**src/rtl/motor_shutdown_seq_pkg.sv**
```systemverilog
// Shared definitions for the motor shutdown sequencer: state encodings,
// default timing constants and the timer sizing helper.
package motor_shutdown_seq_pkg;

  typedef enum logic [1:0] {
    S_SAFE  = 2'b00,
    S_REARM = 2'b01,
    S_RUN   = 2'b10,
    S_BRAKE = 2'b11
  } seq_state_t;

  localparam int C_CLK_HZ       = 1000;
  localparam int C_BRAKE_MS_DEF = 250;
  localparam int C_REARM_MS_DEF = 125;

  // One timer serves both BRAKE and REARM, so it is sized for the longer one.
  function automatic int timer_width(input int a, input int b);
    int m;
    m = (a > b) ? a : b;
    return (m < 2) ? 1 : $clog2(m);
  endfunction

endpackage

```
**src/rtl/motor_shutdown_seq_if.sv**
```systemverilog
// Status/control bundle between the shutdown sequencer (slave) and its
// environment (master: watchdog trip source and operator panel).
interface motor_shutdown_seq_if #(
  parameter int C_CNT_W = 8
);
  logic               wd_trip;
  logic               rearm_req;
  logic               motor_en;
  logic               brake_on;
  logic               fault_latched;
  logic [1:0]         seq_state;
  logic [C_CNT_W-1:0] trip_count;

  modport master (
    output wd_trip,
    output rearm_req,
    input  motor_en,
    input  brake_on,
    input  fault_latched,
    input  seq_state,
    input  trip_count
  );

  modport slave (
    input  wd_trip,
    input  rearm_req,
    output motor_en,
    output brake_on,
    output fault_latched,
    output seq_state,
    output trip_count
  );
endinterface

```
**src/rtl/motor_shutdown_seq_rise_edge_det.sv**
```systemverilog
// Rising-edge detector (one history flop + AND). No edge is reported on the
// first sample after reset, so a level already high across reset release does not fire.
module rise_edge_det (
  input  logic i_clk,
  input  logic i_rst_n,
  input  logic i_sig,
  output logic o_rise
);
  logic r_prev;
  logic r_valid;

  always_ff @(posedge i_clk or negedge i_rst_n) begin
    if (!i_rst_n) begin
      r_prev  <= 1'b0;
      r_valid <= 1'b0;
    end else begin
      r_prev  <= i_sig;
      r_valid <= 1'b1;
    end
  end

  assign o_rise = i_sig & ~r_prev & r_valid;
endmodule

```
**src/rtl/motor_shutdown_seq.sv**
```systemverilog
// Staged motor shutdown: latches a watchdog trip into BRAKE, parks in SAFE,
// and returns to RUN only after a supervised REARM window. Counts trips.
module motor_shutdown_seq
  import motor_shutdown_seq_pkg::*;
#(
  parameter int C_BRAKE_MS = C_BRAKE_MS_DEF,
  parameter int C_REARM_MS = C_REARM_MS_DEF,
  parameter int C_CNT_W    = 8
) (
  input  logic                 i_clk_1khz,
  input  logic                 i_rst_n,
  motor_shutdown_seq_if.slave  bus
);

  localparam int                 TMR_W      = timer_width(C_BRAKE_MS, C_REARM_MS);
  localparam logic [TMR_W-1:0]   BRAKE_LAST = TMR_W'(C_BRAKE_MS - 1);
  localparam logic [TMR_W-1:0]   REARM_LAST = TMR_W'(C_REARM_MS - 1);
  localparam logic [C_CNT_W-1:0] CNT_MAX    = '1;

  seq_state_t         r_state;
  seq_state_t         w_next_state;
  logic [TMR_W-1:0]   r_timer;
  logic [C_CNT_W-1:0] r_trip_count;
  logic               r_fault;
  logic               r_motor_en;
  logic               r_brake_on;
  logic               w_rearm_rise;
  logic               w_enter_brake;
  logic               w_rearm_pass;
  logic               w_motor_en_d;
  logic               w_brake_on_d;

  rise_edge_det u_rearm_edge (
    .i_clk   (i_clk_1khz),
    .i_rst_n (i_rst_n),
    .i_sig   (bus.rearm_req),
    .o_rise  (w_rearm_rise)
  );

  always_ff @(posedge i_clk_1khz or negedge i_rst_n) begin
    if (!i_rst_n) r_state <= S_SAFE;
    else          r_state <= w_next_state;
  end

  // A trip in REARM beats a simultaneous timer expiry; BRAKE ignores all inputs.
  always_comb begin
    w_next_state = r_state;
    unique case (r_state)
      S_SAFE:  if (w_rearm_rise) w_next_state = S_REARM;
      S_REARM: begin
        if (bus.wd_trip)               w_next_state = S_BRAKE;
        else if (r_timer == REARM_LAST) w_next_state = S_RUN;
      end
      S_RUN:   if (bus.wd_trip) w_next_state = S_BRAKE;
      S_BRAKE: if (r_timer == BRAKE_LAST) w_next_state = S_SAFE;
      default: w_next_state = S_SAFE;
    endcase
  end

  assign w_enter_brake = (w_next_state == S_BRAKE) && (r_state != S_BRAKE);
  assign w_rearm_pass  = (r_state == S_REARM) && (w_next_state == S_RUN);

  always_comb begin
    w_motor_en_d = (w_next_state == S_REARM) || (w_next_state == S_RUN);
    w_brake_on_d = (w_next_state == S_BRAKE);
  end

  always_ff @(posedge i_clk_1khz or negedge i_rst_n) begin
    if (!i_rst_n) begin
      r_motor_en <= 1'b0;
      r_brake_on <= 1'b0;
    end else begin
      r_motor_en <= w_motor_en_d;
      r_brake_on <= w_brake_on_d;
    end
  end

  // Timer restarts on every state change, so each state measures its own dwell.
  always_ff @(posedge i_clk_1khz or negedge i_rst_n) begin
    if (!i_rst_n) begin
      r_timer <= '0;
    end else if (w_next_state != r_state) begin
      r_timer <= '0;
    end else if ((r_state == S_REARM && !bus.wd_trip) || r_state == S_BRAKE) begin
      r_timer <= r_timer + TMR_W'(1);
    end
  end

  always_ff @(posedge i_clk_1khz or negedge i_rst_n) begin
    if (!i_rst_n) begin
      r_trip_count <= '0;
      r_fault      <= 1'b0;
    end else begin
      if (w_enter_brake && r_trip_count != CNT_MAX)
        r_trip_count <= r_trip_count + C_CNT_W'(1);
      if (w_enter_brake)
        r_fault <= 1'b1;
      else if (w_rearm_pass)
        r_fault <= 1'b0;
    end
  end

  assign bus.motor_en      = r_motor_en;
  assign bus.brake_on      = r_brake_on;
  assign bus.fault_latched = r_fault;
  assign bus.seq_state     = r_state;
  assign bus.trip_count    = r_trip_count;

  a_no_drive_and_brake: assert property (
    @(posedge i_clk_1khz) disable iff (!i_rst_n) !(r_motor_en && r_brake_on)
  );

endmodule

```
**src/flat_wrapper.sv**
```systemverilog
// flat-port wrapper written by rule: the top's interface ports become plain ports
module motor_shutdown_seq_flat import motor_shutdown_seq_pkg::*;
#(
  parameter int C_BRAKE_MS = C_BRAKE_MS_DEF,
  parameter int C_REARM_MS = C_REARM_MS_DEF,
  parameter int C_CNT_W    = 8
)
  (i_clk_1khz, i_rst_n, bus_wd_trip, bus_rearm_req, bus_motor_en, bus_brake_on, bus_fault_latched, bus_seq_state, bus_trip_count);
  motor_shutdown_seq_if #(.C_CNT_W(C_CNT_W)) bus_i ();
  input  logic i_clk_1khz;
  input  logic i_rst_n;
  input wire logic [$bits(bus_i.wd_trip)-1:0] bus_wd_trip;
  input wire logic [$bits(bus_i.rearm_req)-1:0] bus_rearm_req;
  output wire logic [$bits(bus_i.motor_en)-1:0] bus_motor_en;
  output wire logic [$bits(bus_i.brake_on)-1:0] bus_brake_on;
  output wire logic [$bits(bus_i.fault_latched)-1:0] bus_fault_latched;
  output wire logic [$bits(bus_i.seq_state)-1:0] bus_seq_state;
  output wire logic [$bits(bus_i.trip_count)-1:0] bus_trip_count;
  assign bus_i.wd_trip = bus_wd_trip;
  assign bus_i.rearm_req = bus_rearm_req;
  assign bus_motor_en = bus_i.motor_en;
  assign bus_brake_on = bus_i.brake_on;
  assign bus_fault_latched = bus_i.fault_latched;
  assign bus_seq_state = bus_i.seq_state;
  assign bus_trip_count = bus_i.trip_count;
  motor_shutdown_seq #(.C_BRAKE_MS(C_BRAKE_MS), .C_REARM_MS(C_REARM_MS), .C_CNT_W(C_CNT_W)) u_core (.i_clk_1khz(i_clk_1khz), .i_rst_n(i_rst_n), .bus(bus_i));
endmodule
```
**config.mk**
```make
export PLATFORM = sky130hd
export DESIGN_NAME = motor_shutdown_seq_flat
export DESIGN_NICKNAME = d
export VERILOG_FILES = /design/src/rtl/motor_shutdown_seq_pkg.sv /design/src/rtl/motor_shutdown_seq_if.sv /design/src/rtl/motor_shutdown_seq_rise_edge_det.sv /design/src/rtl/motor_shutdown_seq.sv /design/src/flat_wrapper.sv
export SDC_FILE = /design/constraint.sdc
export NUM_CORES = 1
export LEC_CHECK = 0
export CORE_UTILIZATION = 40
export DETAILED_ROUTE_END_ITERATION = 8
export PLACE_DENSITY = 0.7
export SLEW_MARGIN = 20
export SYNTH_ARGS = -nofsm -noshare
export SYNTH_HDL_FRONTEND = slang
export SYNTH_SLANG_ARGS = --single-unit
```
**constraint.sdc**
```tcl
create_clock -name i_clk_1khz -period 4.1 [get_ports i_clk_1khz]
set_input_delay 0.82 -clock i_clk_1khz [delete_from_list [all_inputs] [get_ports i_clk_1khz]]
set_output_delay 0.82 -clock i_clk_1khz [all_outputs]
set_load 0.1 [all_outputs]
```
Word-level counts from Yosys, hierarchy flattened
Index checks and enable logic that the tools add are counted.
{"block": "op_classes", "addsub": 2, "n_eq_ne": 11, "n_mux": 10, "n_bitwise": 3, "n_reduce_logical": 10}
{"cell": "adder 8 x 1 -> 8 bit, second input constant", "count": 2}
{"cell": "two-way mux 8 bit", "count": 2}
{"cell": "two-way mux 2 bit", "count": 5}
{"cell": "equality test 2 bit, second input constant", "count": 4}
{"cell": "equality test 8 x 7 -> 1 bit, second input constant", "count": 1}
{"cell": "equality test 8 bit, second input constant", "count": 1}
{"cell": "inequality test 8 bit, second input constant", "count": 1}
{"cell": "case mux 2 bit (4 select lines)", "count": 1}
{"cell": "equality test 2 x 1 -> 1 bit, second input constant", "count": 2}
{"cell": "logical AND 1 bit", "count": 4}
{"cell": "nonzero test 2 bit", "count": 2}
{"cell": "bitwise AND 1 bit", "count": 2}
{"cell": "logical NOT 2 bit", "count": 1}
{"cell": "logical OR 1 bit", "count": 2}
{"cell": "two-way mux 1 bit", "count": 2}
{"cell": "inequality test 2 bit", "count": 1}
{"cell": "inequality test 2 bit, second input constant", "count": 1}
{"cell": "logical NOT 1 bit", "count": 1}
{"cell": "NOT 1 bit", "count": 1}
{"block": "totals", "regBits": 23, "inputBits": 4, "out_inout_bits": 13, "elab_cells": 44}

Longest topological paths before layout
Gate-level depths: netlist of run 1.
{"block": "depth", "depth_word": 9, "mapped_depth": 11, "mapped_depth_nobuf": 11}

By module
Synthesis of run 1 repeated with hierarchy kept, for this count alone.
{"block": "hier_totals", "hier_cells": 111, "area_unflattened_um2": 1207.4}
{"mod": "motor_shutdown_seq", "instances": 1, "cells_each": 107, "area_each_um2": 1144.8}
{"mod": "rise_edge_det", "instances": 1, "cells_each": 4, "area_each_um2": 62.6}

Least setup slack after synthesis of run 1
OpenSTA, ideal clock, no wires.
{"block": "synth_path", "path_type": "flip-flop to flip-flop", "start": "reg u_core.r_state[0] (netlist: u_core.bus.seq_state[0])", "end": "reg u_core.r_trip_count[5] (netlist: u_core.bus.trip_count[5])", "t_arrival_ns": 2.403, "required_time_ns": 3.937, "slack_ns": 1.534, "stages_incl_launch_ff": 8, "period_less_slack_ns": 2.566, "path_cell_list": "dfrtp_1 > clkbuf_1 > o21ai_0 > a2bb2oi_1 > ha_1 > o221ai_2 > nor3_1 > xor2_1"}
{"element": "start, declared", "line": "motor_shutdown_seq.sv:20", "text": "seq_state_t r_state;"}
{"element": "start signal, assigned", "line": "motor_shutdown_seq.sv:42", "text": "else r_state <= w_next_state;"}
{"element": "equality test 2 bit (tied with other cells)", "line": "motor_shutdown_seq.sv:48", "text": "unique case (r_state)"}
{"element": "case mux 2 bit (4 select lines) (*)", "line": "motor_shutdown_seq.sv:48"}
{"element": "named net u_core.w_next_state[1]", "line": "motor_shutdown_seq.sv:21", "text": "seq_state_t w_next_state;"}
{"element": "equality test 2 bit (*)"}
{"element": "named net u_core.w_brake_on_d", "line": "motor_shutdown_seq.sv:31", "text": "logic w_brake_on_d;"}
{"element": "logical AND 1 bit (*)", "line": "motor_shutdown_seq.sv:60", "text": "assign w_enter_brake = (w_next_state == S_BRAKE) && (r_state != S_BRAKE);"}
{"element": "logical AND 1 bit (*)", "line": "motor_shutdown_seq.sv:94", "text": "if (w_enter_brake && r_trip_count != CNT_MAX)"}
{"element": "end signal, assigned", "line": "motor_shutdown_seq.sv:95", "text": "r_trip_count <= r_trip_count + C_CNT_W'(1);"}
{"element": "end, declared", "line": "motor_shutdown_seq.sv:23", "text": "logic [C_CNT_W-1:0] r_trip_count;"}
Mark *: on every way through the listed nets, which the timed path passes. The rest lies on a longest branch.
A chain may end at the register's enable or synchronous reset.

Worst setup path in the final report of run 1
{"block": "layout_path", "start": "reg u_core.r_state[0] (netlist: u_core.bus.seq_state[0])", "end": "out bus_seq_state[0]"}
{"element": "end, declared", "line": "flat_wrapper.sv:17", "text": "output wire logic [$bits(bus_i.seq_state)-1:0] bus_seq_state;"}
No word-level cell between the ends.

==> load_flow_metrics.sql, run 1 <==
INSERT INTO impl_metrics (metric_group, metric, value, unit) VALUES
('sta', 'timing.max_slew.rel_slack', '35.0', '%'),
('worst_setup_path', 'crit_family', 'buffers and inverters', ''),
('sta', 'worst-slew-pin-transition', '0.973', 'ns'),
('pwr', 'cellPowerDensity', '429', 'mW/mm^2'),
('outcome', 'outcome', 'complete, no violations', ''),
('cts', 'clock_tree_from_tritoncts', 'built', ''),
('worst_setup_path', 'path_cells', 'clkdlybuf4s50_1', ''),
('final_layout', 'n_antenna_cell', '0', ''),
('detailed_routing', 'remaining_antenna_violation_count', '0', ''),
('cts', 'cts_buffer_depth', '2', ''),
('sta', 'fin_skew', '0.00631', 'ns'),
('worst_setup_path', 'worstPathRequired', '3.28', 'ns'),
('pwr', 'share_of_power_burned_in_combinational_logic', '28.7', '%'),
('cts', 'maximum_level_of_the_cts_h_tree', '1', ''),
('detailed_routing', 'vias', '872', ''),
('global_route', 'antenna_found_initial', '0', ''),
('worst_setup_path', 'crit-reg2reg-launch', 'u_core.r_timer[0]', ''),
('worst_setup_path', 'timing.critical_path.to_type', 'primary output', ''),
('floorplan', 'die-height', '56.2', 'um'),
('worst_setup_path', 'cp_data_arrival_time', '2.22', 'ns'),
('synth', 'yosys_register_bits', '23', ''),
('worst_setup_path', 'regToRegSetupSlack', '1.74', 'ns'),
('synth', 'main_combinational_cell_family_by_area_after_synthesis', 'simple AND/OR/NAND/NOR gates', ''),
('detailed_routing', 'drt-total-wl', '2170', 'um'),
('worst_setup_path', 'path_max_fanout', '15', ''),
('placed_design', 'globalplace.congestion', '0.719', ''),
('sta', 'final_period_minus_worst_setup_slack', '3.04', 'ns'),
('detailed_routing', 'avgRoutedWirePerCell', '13.5', 'um'),
('worst_setup_path', 'r2r_end', 'u_core.bus.trip_count[7]', ''),
('synth', 'synth_enable_flop_cells', '0', ''),
('pwr', 'intPower', '0.371', 'mW'),
('final_layout', 'flip_flop_and_latch_area', '576', 'um^2'),
('cts', 'cts_hold_repair.buffers', '0', ''),
('final_layout', 'multiInputGateArea', '562', 'um^2'),
('worst_setup_path', 'worst_setup_path_start_kind', 'flop', ''),
('global_route', 'first_pass_grt_wire_length', '3660', 'um'),
('floorplan', 'rows', '19', ''),
('synth', 'synth.yosys.seq_area_share', '48.9', '%'),
('synth', 'yosys.cell_types.count', '31', ''),
('detailed_routing', 'drt_pre_antenna_iters', '4', ''),
('worst_hold_path', 'hold_class', 'input pin to async pin', ''),
('worst_setup_path', 'biggest_cell_delay_along_the_critical_path', '1.23', 'ns'),
('job', 'max_cap_violations', '0', ''),
('pwr', 'power_leakage', '0.642', 'nW'),
('worst_setup_path', 'cp_buf_inv_count', '1', ''),
('sta', 'hold_viol', '0', ''),
('final_layout', 'syn_to_final_growth', '17.3', '%'),
('placed_design', 'detailed_place_hpwl', '1480', 'um'),
('synth', 'async_flop_share', '100', '%'),
('pwr', 'vdd_drop_max', '0.281', 'mV'),
('synth', 'yosys_warnings', '0', ''),
('floorplan', 'coreArea', '0.00278', 'mm^2'),
('sta', 'grt_setup_unrepaired', 'false', ''),
('cts', 'numCtsBuffers', '3', ''),
('sta', 'slew_viol_final', '0', ''),
('synth', 'post_synth_mux_area_share', '0.957', '%'),
('worst_setup_path', 'critical_path_class', 'flop to primary output', ''),
('global_route', 'grt_start_max_net_pins', '24', ''),
('synth', 'post_synth_fa_ha_maj_area_fraction', '6.38', '%'),
('floorplan', 'ioPinCount', '17', ''),
('pwr', 'swShare', '37.4', '%'),
('sta', 'holdWs', '0.458', 'ns'),
('synth', 'synth_xor_area_share', '10.4', '%'),
('synth', 'mapped_cells', '113', ''),
('synth', 'netlist.top_cell.by_area', 'dfrtp_1', ''),
('cts', 'cts_root_buffer', 'clkbuf_4', ''),
('sta', 'totalNegativeSetupSlack', '0', 'ns'),
('synth', 'top_area_cells_in_the_synthesized_netlist', 'dfrtp_1 49%, xor2_1 8.9%, ha_1 6.4%', ''),
('detailed_routing', 'drt-initial-drc-count', '37', ''),
('global_route', 'grt_pass1_vias', '838', ''),
('final_layout', 'num-nets-final', '141', '');
## cell families after synthesis
kind of cell,after synthesis
muxes,1
AOI/OAI and AO/OA,12
other,1
DFF,23
adders and majority gates,6
and+or+nand+nor,47
xor gates and xnor gates,14
buffers and inverters,9
## metrics by stage
| stage | power, mW | std cells | utilization (%) | area (um^2) |
|---|---|---|---|---|
| floorplan | 0.445 | 113 | - | 1180 |
| global placement | 0.486 | 157 | 48.9 | 1360 |
| detailed placement | 0.493 | 157 | 48.9 | 1360 |
| CTS | 0.598 | 161 | 49.8 | 1390 |
| global route | 0.632 | 161 | 49.6 | 1380 |
| finish | 0.592 | 161 | 49.6 | 1380 |
## metal layers
layer,wire length (um),global-route usage (%),vias up
met3,85,4.19,2
met4,9,4.88,0
met5,0,0,-
met2,987,22.4,17
li1,-,-,420
met1,1090,20.1,433
## cells in the final DEF, fill, tap and decap left out, types with 2 or more instances in the layout
cell type and n:
nand3_1 7, inv_1 6, xnor2_1 2, a21oi_1 3
dfrtp_1 23, and2_1 2, clkdlybuf4s50_1 15, nand4_1 5
clkbuf_4 3, nor2_1 13, ha_1 6, nor3_1 4
o21ai_0 2, xor2_1 12, nand2_1 10
## state kept, by name, summed over array words and instances (netlist names)
name                         cells
u_core.bus.trip_count            8
u_core.r_timer                   8
u_core.bus.seq_state             2
u_core.bus.brake_on              1
u_core.bus.fault_latched         1
u_core.bus.motor_en              1
u_core.u_rearm_edge.r_prev       1
u_core.u_rearm_edge.r_valid      1
## power by group through the flow
stage,registers (mW),clock network (mW),logic [mW]
after global placement,0.317,0,0.169
after floorplan,0.355,0,0.0898
after global routing,0.325,0.117,0.190
after CTS,0.317,0.109,0.173
after detailed placement,0.321,0,0.172
final,0.318,0.104,0.170
## final cells by class
| type | instances | area share, % |
|---|---|---|
| clock buffers | 4 | 1.90 |
| inverters | 6 | 1.63 |
| multi-input cells | 81 | 40.7 |
| flip-flops and latches | 23 | 41.7 |
| well taps | 31 | 2.81 |
| repair buffers | 16 | 11.2 |
## worst max path at each step
stage                       startpoint                        to  slack [ns]  cells after the start
2_1_floorplan  u_core.bus.seq_state[0]  u_core.bus.trip_count[5]        1.53                      7
5_1_grt        u_core.bus.seq_state[0]          bus_seq_state[0]        0.98                      1
6_report       u_core.bus.seq_state[0]          bus_seq_state[0]        1.06                      1
3_3_place_gp             bus_rearm_req  u_core.bus.trip_count[7]        1.27                      8
4_1_cts        u_core.bus.seq_state[0]          bus_seq_state[0]        1.05                      1
3_5_place_dp               bus_wd_trip  u_core.bus.trip_count[5]        1.26                      8
## synth_stat cells, types with 2 or more instances
cell / number
nand4_1: 5
xnor2_1: 2
a21oi_1: 3
ha_1: 6
o21ai_0: 2
nor2_1: 13
and2_1: 2
nand2_1: 10
xor2_1: 12
nand3_1: 7
nor3_1: 4
inv_1: 6
dfrtp_1: 23
Note: power is estimated with default switching activity, not from simulation.
==> run 2: changes to the inputs <==
--- a/config.mk
+++ b/config.mk
@@ -7,7 +7,7 @@
 export LEC_CHECK = 0
 export CORE_UTILIZATION = 40
 export DETAILED_ROUTE_END_ITERATION = 8
-export PLACE_DENSITY = 0.7
+export PLACE_DENSITY = 0.72
 export SLEW_MARGIN = 20
 export SYNTH_ARGS = -nofsm -noshare
 export SYNTH_HDL_FRONTEND = slang
==> constraint.sdc (replaced) <==
create_clock -name i_clk_1khz -period 2.66 [get_ports i_clk_1khz]
set_input_delay 0.532 -clock i_clk_1khz [delete_from_list [all_inputs] [get_ports i_clk_1khz]]
set_output_delay 0.532 -clock i_clk_1khz [all_outputs]
set_load 0.1 [all_outputs]
==> run 2 against run 1 <==
  * Die area unchanged
  * Non-clock buffer count increased by 2
  * Global-route usage increased by 0.26 points
  * Register-to-register slack got worse by 1.5 ns
  * Design area decreased by 0.82%
  * Largest power group unchanged
==> load_flow_metrics.sql, run 2 (same netlist as run 1, synthesis figures left out) <==
INSERT INTO impl_metrics (metric_group, metric, value, unit) VALUES
('outcome', 'outcome', 'complete, no violations', ''),
('worst_setup_path', 'worst_setup_path_start_kind', 'flop', ''),
('floorplan', 'rows', '19', ''),
('placed_design', 'detailed_place_hpwl', '1520', 'um'),
('sta', 'final_period_minus_worst_setup_slack', '2.39', 'ns'),
('sta', 'holdWs', '0.512', 'ns'),
('worst_setup_path', 'cp_data_arrival_time', '2.60', 'ns'),
('worst_setup_path', 'worstPathRequired', '2.87', 'ns'),
('global_route', 'grt_pass1_vias', '815', ''),
('detailed_routing', 'avgRoutedWirePerCell', '12.9', 'um'),
('floorplan', 'starting_density', '42.3', '%'),
('global_route', 'grt_remaining_overflow', '0', ''),
('cts', 'cts-resized-gates', '0', ''),
('worst_setup_path', 'timing.critical_path.to_type', 'flop', ''),
('worst_setup_path', 'cp_buf_inv_count', '1', ''),
('sta', 'post-route-period-util', '89.7', '%'),
('global_route', 'antenna_found_initial', '0', ''),
('detailed_routing', 'drt-total-wl', '2110', 'um'),
('final_layout', 'most-common-layout-cells', '23 x dfrtp_1, 15 x buf_4, 13 x nor2_1', ''),
('detailed_routing', 'remaining_antenna_violation_count', '0', ''),
('sta', 'slew_viol_final', '0', ''),
('cts', 'postCtsSetupRepairBufs', '0', ''),
('floorplan', 'ioPinCount', '17', ''),
('job', 'max_cap_violations', '0', ''),
('final_layout', 'drive_above_1_share', '17.4', '%'),
('worst_setup_path', 'crit_family', 'compound AO/OA/AOI/OAI gates', ''),
('worst_setup_path', 'path_cells', 'inv_1 -> ha_1 -> nand2_1 -> or3_4 -> a2bb2o_1 -> a21oi_1 -> ha_1 -> o221ai_2 -> mux2_2', ''),
('worst_setup_path', 'cp_common_cell', 'ha_1', ''),
('worst_hold_path', 'hold_class', 'flop to flop', ''),
('cts', 'maximum_level_of_the_cts_h_tree', '1', ''),
('cts', 'clk_pin_slew_worst_paths', '0.13', 'ns'),
('worst_setup_path', 'path_max_fanout', '8', ''),
('final_layout', 'flip_flop_and_latch_area', '576', 'um^2'),
('placed_design', 'globalplace.congestion', '0.761', ''),
('final_layout', 'n_antenna_cell', '0', ''),
('global_route', 'grt_start_max_net_pins', '24', ''),
('cts', 'cts_root_buffer', 'clkbuf_4', ''),
('cts', 'cts_hold_repair.buffers', '0', ''),
('sta', 'fin_skew', '0.00426', 'ns'),
('floorplan', 'floorplan.die.width', '56.2', 'um'),
('final_layout', 'multiInputGateArea', '562', 'um^2'),
('cts', 'cts_buffer_depth', '2', ''),
('cts', 'insertion_delay', '0.31', 'ns'),
('pwr', 'cellPowerDensity', '665', 'mW/mm^2'),
('sta', 'grt_setup_unrepaired', 'false', ''),
('sta', 'hold_viol', '0', ''),
('floorplan', 'design.die.area', '0.00316', 'mm^2'),
('detailed_routing', 'avgViaCountPerCell', '5.28', ''),
('final_layout', 'num-nets-final', '143', ''),
('cts', 'tritoncts_num_sinks', '23', ''),
('detailed_routing', 'drt-initial-drc-count', '17', ''),
('sta', 'totalNegativeSetupSlack', '0', 'ns'),
('final_layout', 'most_common_cell_after_layout_fill_and_taps_aside', 'dfrtp_1', ''),
('worst_setup_path', 'crit_slowest_cell', 'dfrtp_1', ''),
('sta', 'maxClockFrequency', '419', 'MHz'),
('global_route', 'first_pass_grt_wire_length', '3680', 'um'),
('detailed_routing', 'drt_pre_antenna_iters', '4', ''),
('sta', 'finalSetupViolCount', '0', ''),
('global_route', 'grt_usage', '15.0', '%'),
('floorplan', 'die-height', '56.2', 'um'),
('cts', 'clock_tree_from_tritoncts', 'built', ''),
('final_layout', 'final.fill_count', '250', ''),
('final_layout', 'syn_to_final_growth', '16.4', '%'),
('cts', 'numCtsBuffers', '3', ''),
('pwr', 'power_leakage', '0.671', 'nW'),
('pwr', 'vdd_drop_max', '0.486', 'mV'),
('placed_design', 'port_buffers', '16', ''),
('worst_setup_path', 'biggest_cell_delay_along_the_critical_path', '0.43', 'ns'),
('worst_setup_path', 'critical_path_class', 'flop to flop', ''),
('detailed_routing', 'vias', '861', ''),
('floorplan', 'coreArea', '0.00278', 'mm^2'),
('detailed_routing', 'drc', '0', '');
==> run 2: where the power goes <==
| part | switching [mW] | internal (mW) | leakage (nW) |
|---|---|---|---|
| sequential | 0.0713 | 0.414 | 0.280 |
| clock | 0.106 | 0.0562 | 0.0177 |
| combinational | 0.165 | 0.0971 | 0.374 |
==> run 2: stage by stage <==
stage / power (mW) / setup slack, ns / area (um^2) / util, % / instances
finish: 0.910 / 0.275 / 1370 / 49.2 / 163
global route: 0.982 / 0.0771 / 1370 / 49.2 / 163
CTS: 0.922 / 0.259 / 1370 / 49.2 / 163
detailed placement: 0.756 / 0.0495 / 1340 / 48.2 / 159
global placement: 0.747 / 0.165 / 1340 / 48.2 / 159
floorplan: 0.686 / 0.0943 / 1180 / - / 113
==> run 2: final cells by class <==
class | count | area share [%]
Tap cell | 31 | 2.83
Timing Repair Buffer | 18 | 10.4
Sequential cell | 23 | 42.0
Clock buffer | 3 | 1.65
Inverter | 6 | 1.65
Multi-Input combinational cell | 81 | 41.0
Clock inverter | 1 | 0.366
==> run 2: path summary, 6_finish.rpt <==
path / startpoint / end / slack, ns / cells after the start
max in group asynchronous: i_rst_n / u_core.bus.trip_count[1] / 1.87 / 2
max reg2reg: u_core.r_timer[1] / u_core.bus.trip_count[1] / 0.27 / 9
min in group asynchronous: i_rst_n / u_core.r_timer[7] / 0.56 / 2
min: u_core.bus.trip_count[7] / u_core.bus.trip_count[7] / 0.51 / 1
max: u_core.r_timer[1] / u_core.bus.trip_count[1] / 0.27 / 9
min reg2reg: u_core.bus.trip_count[7] / u_core.bus.trip_count[7] / 0.51 / 1
==> run 2: routing by layer <==
metal	up-vias	global-route usage (%)	share of wire, %
met5	-	0	0
met4	0	3.14	0.62
met3	2	5.35	5.7
met2	21	23.3	45
met1	415	20.2	48
li1	423	-	-
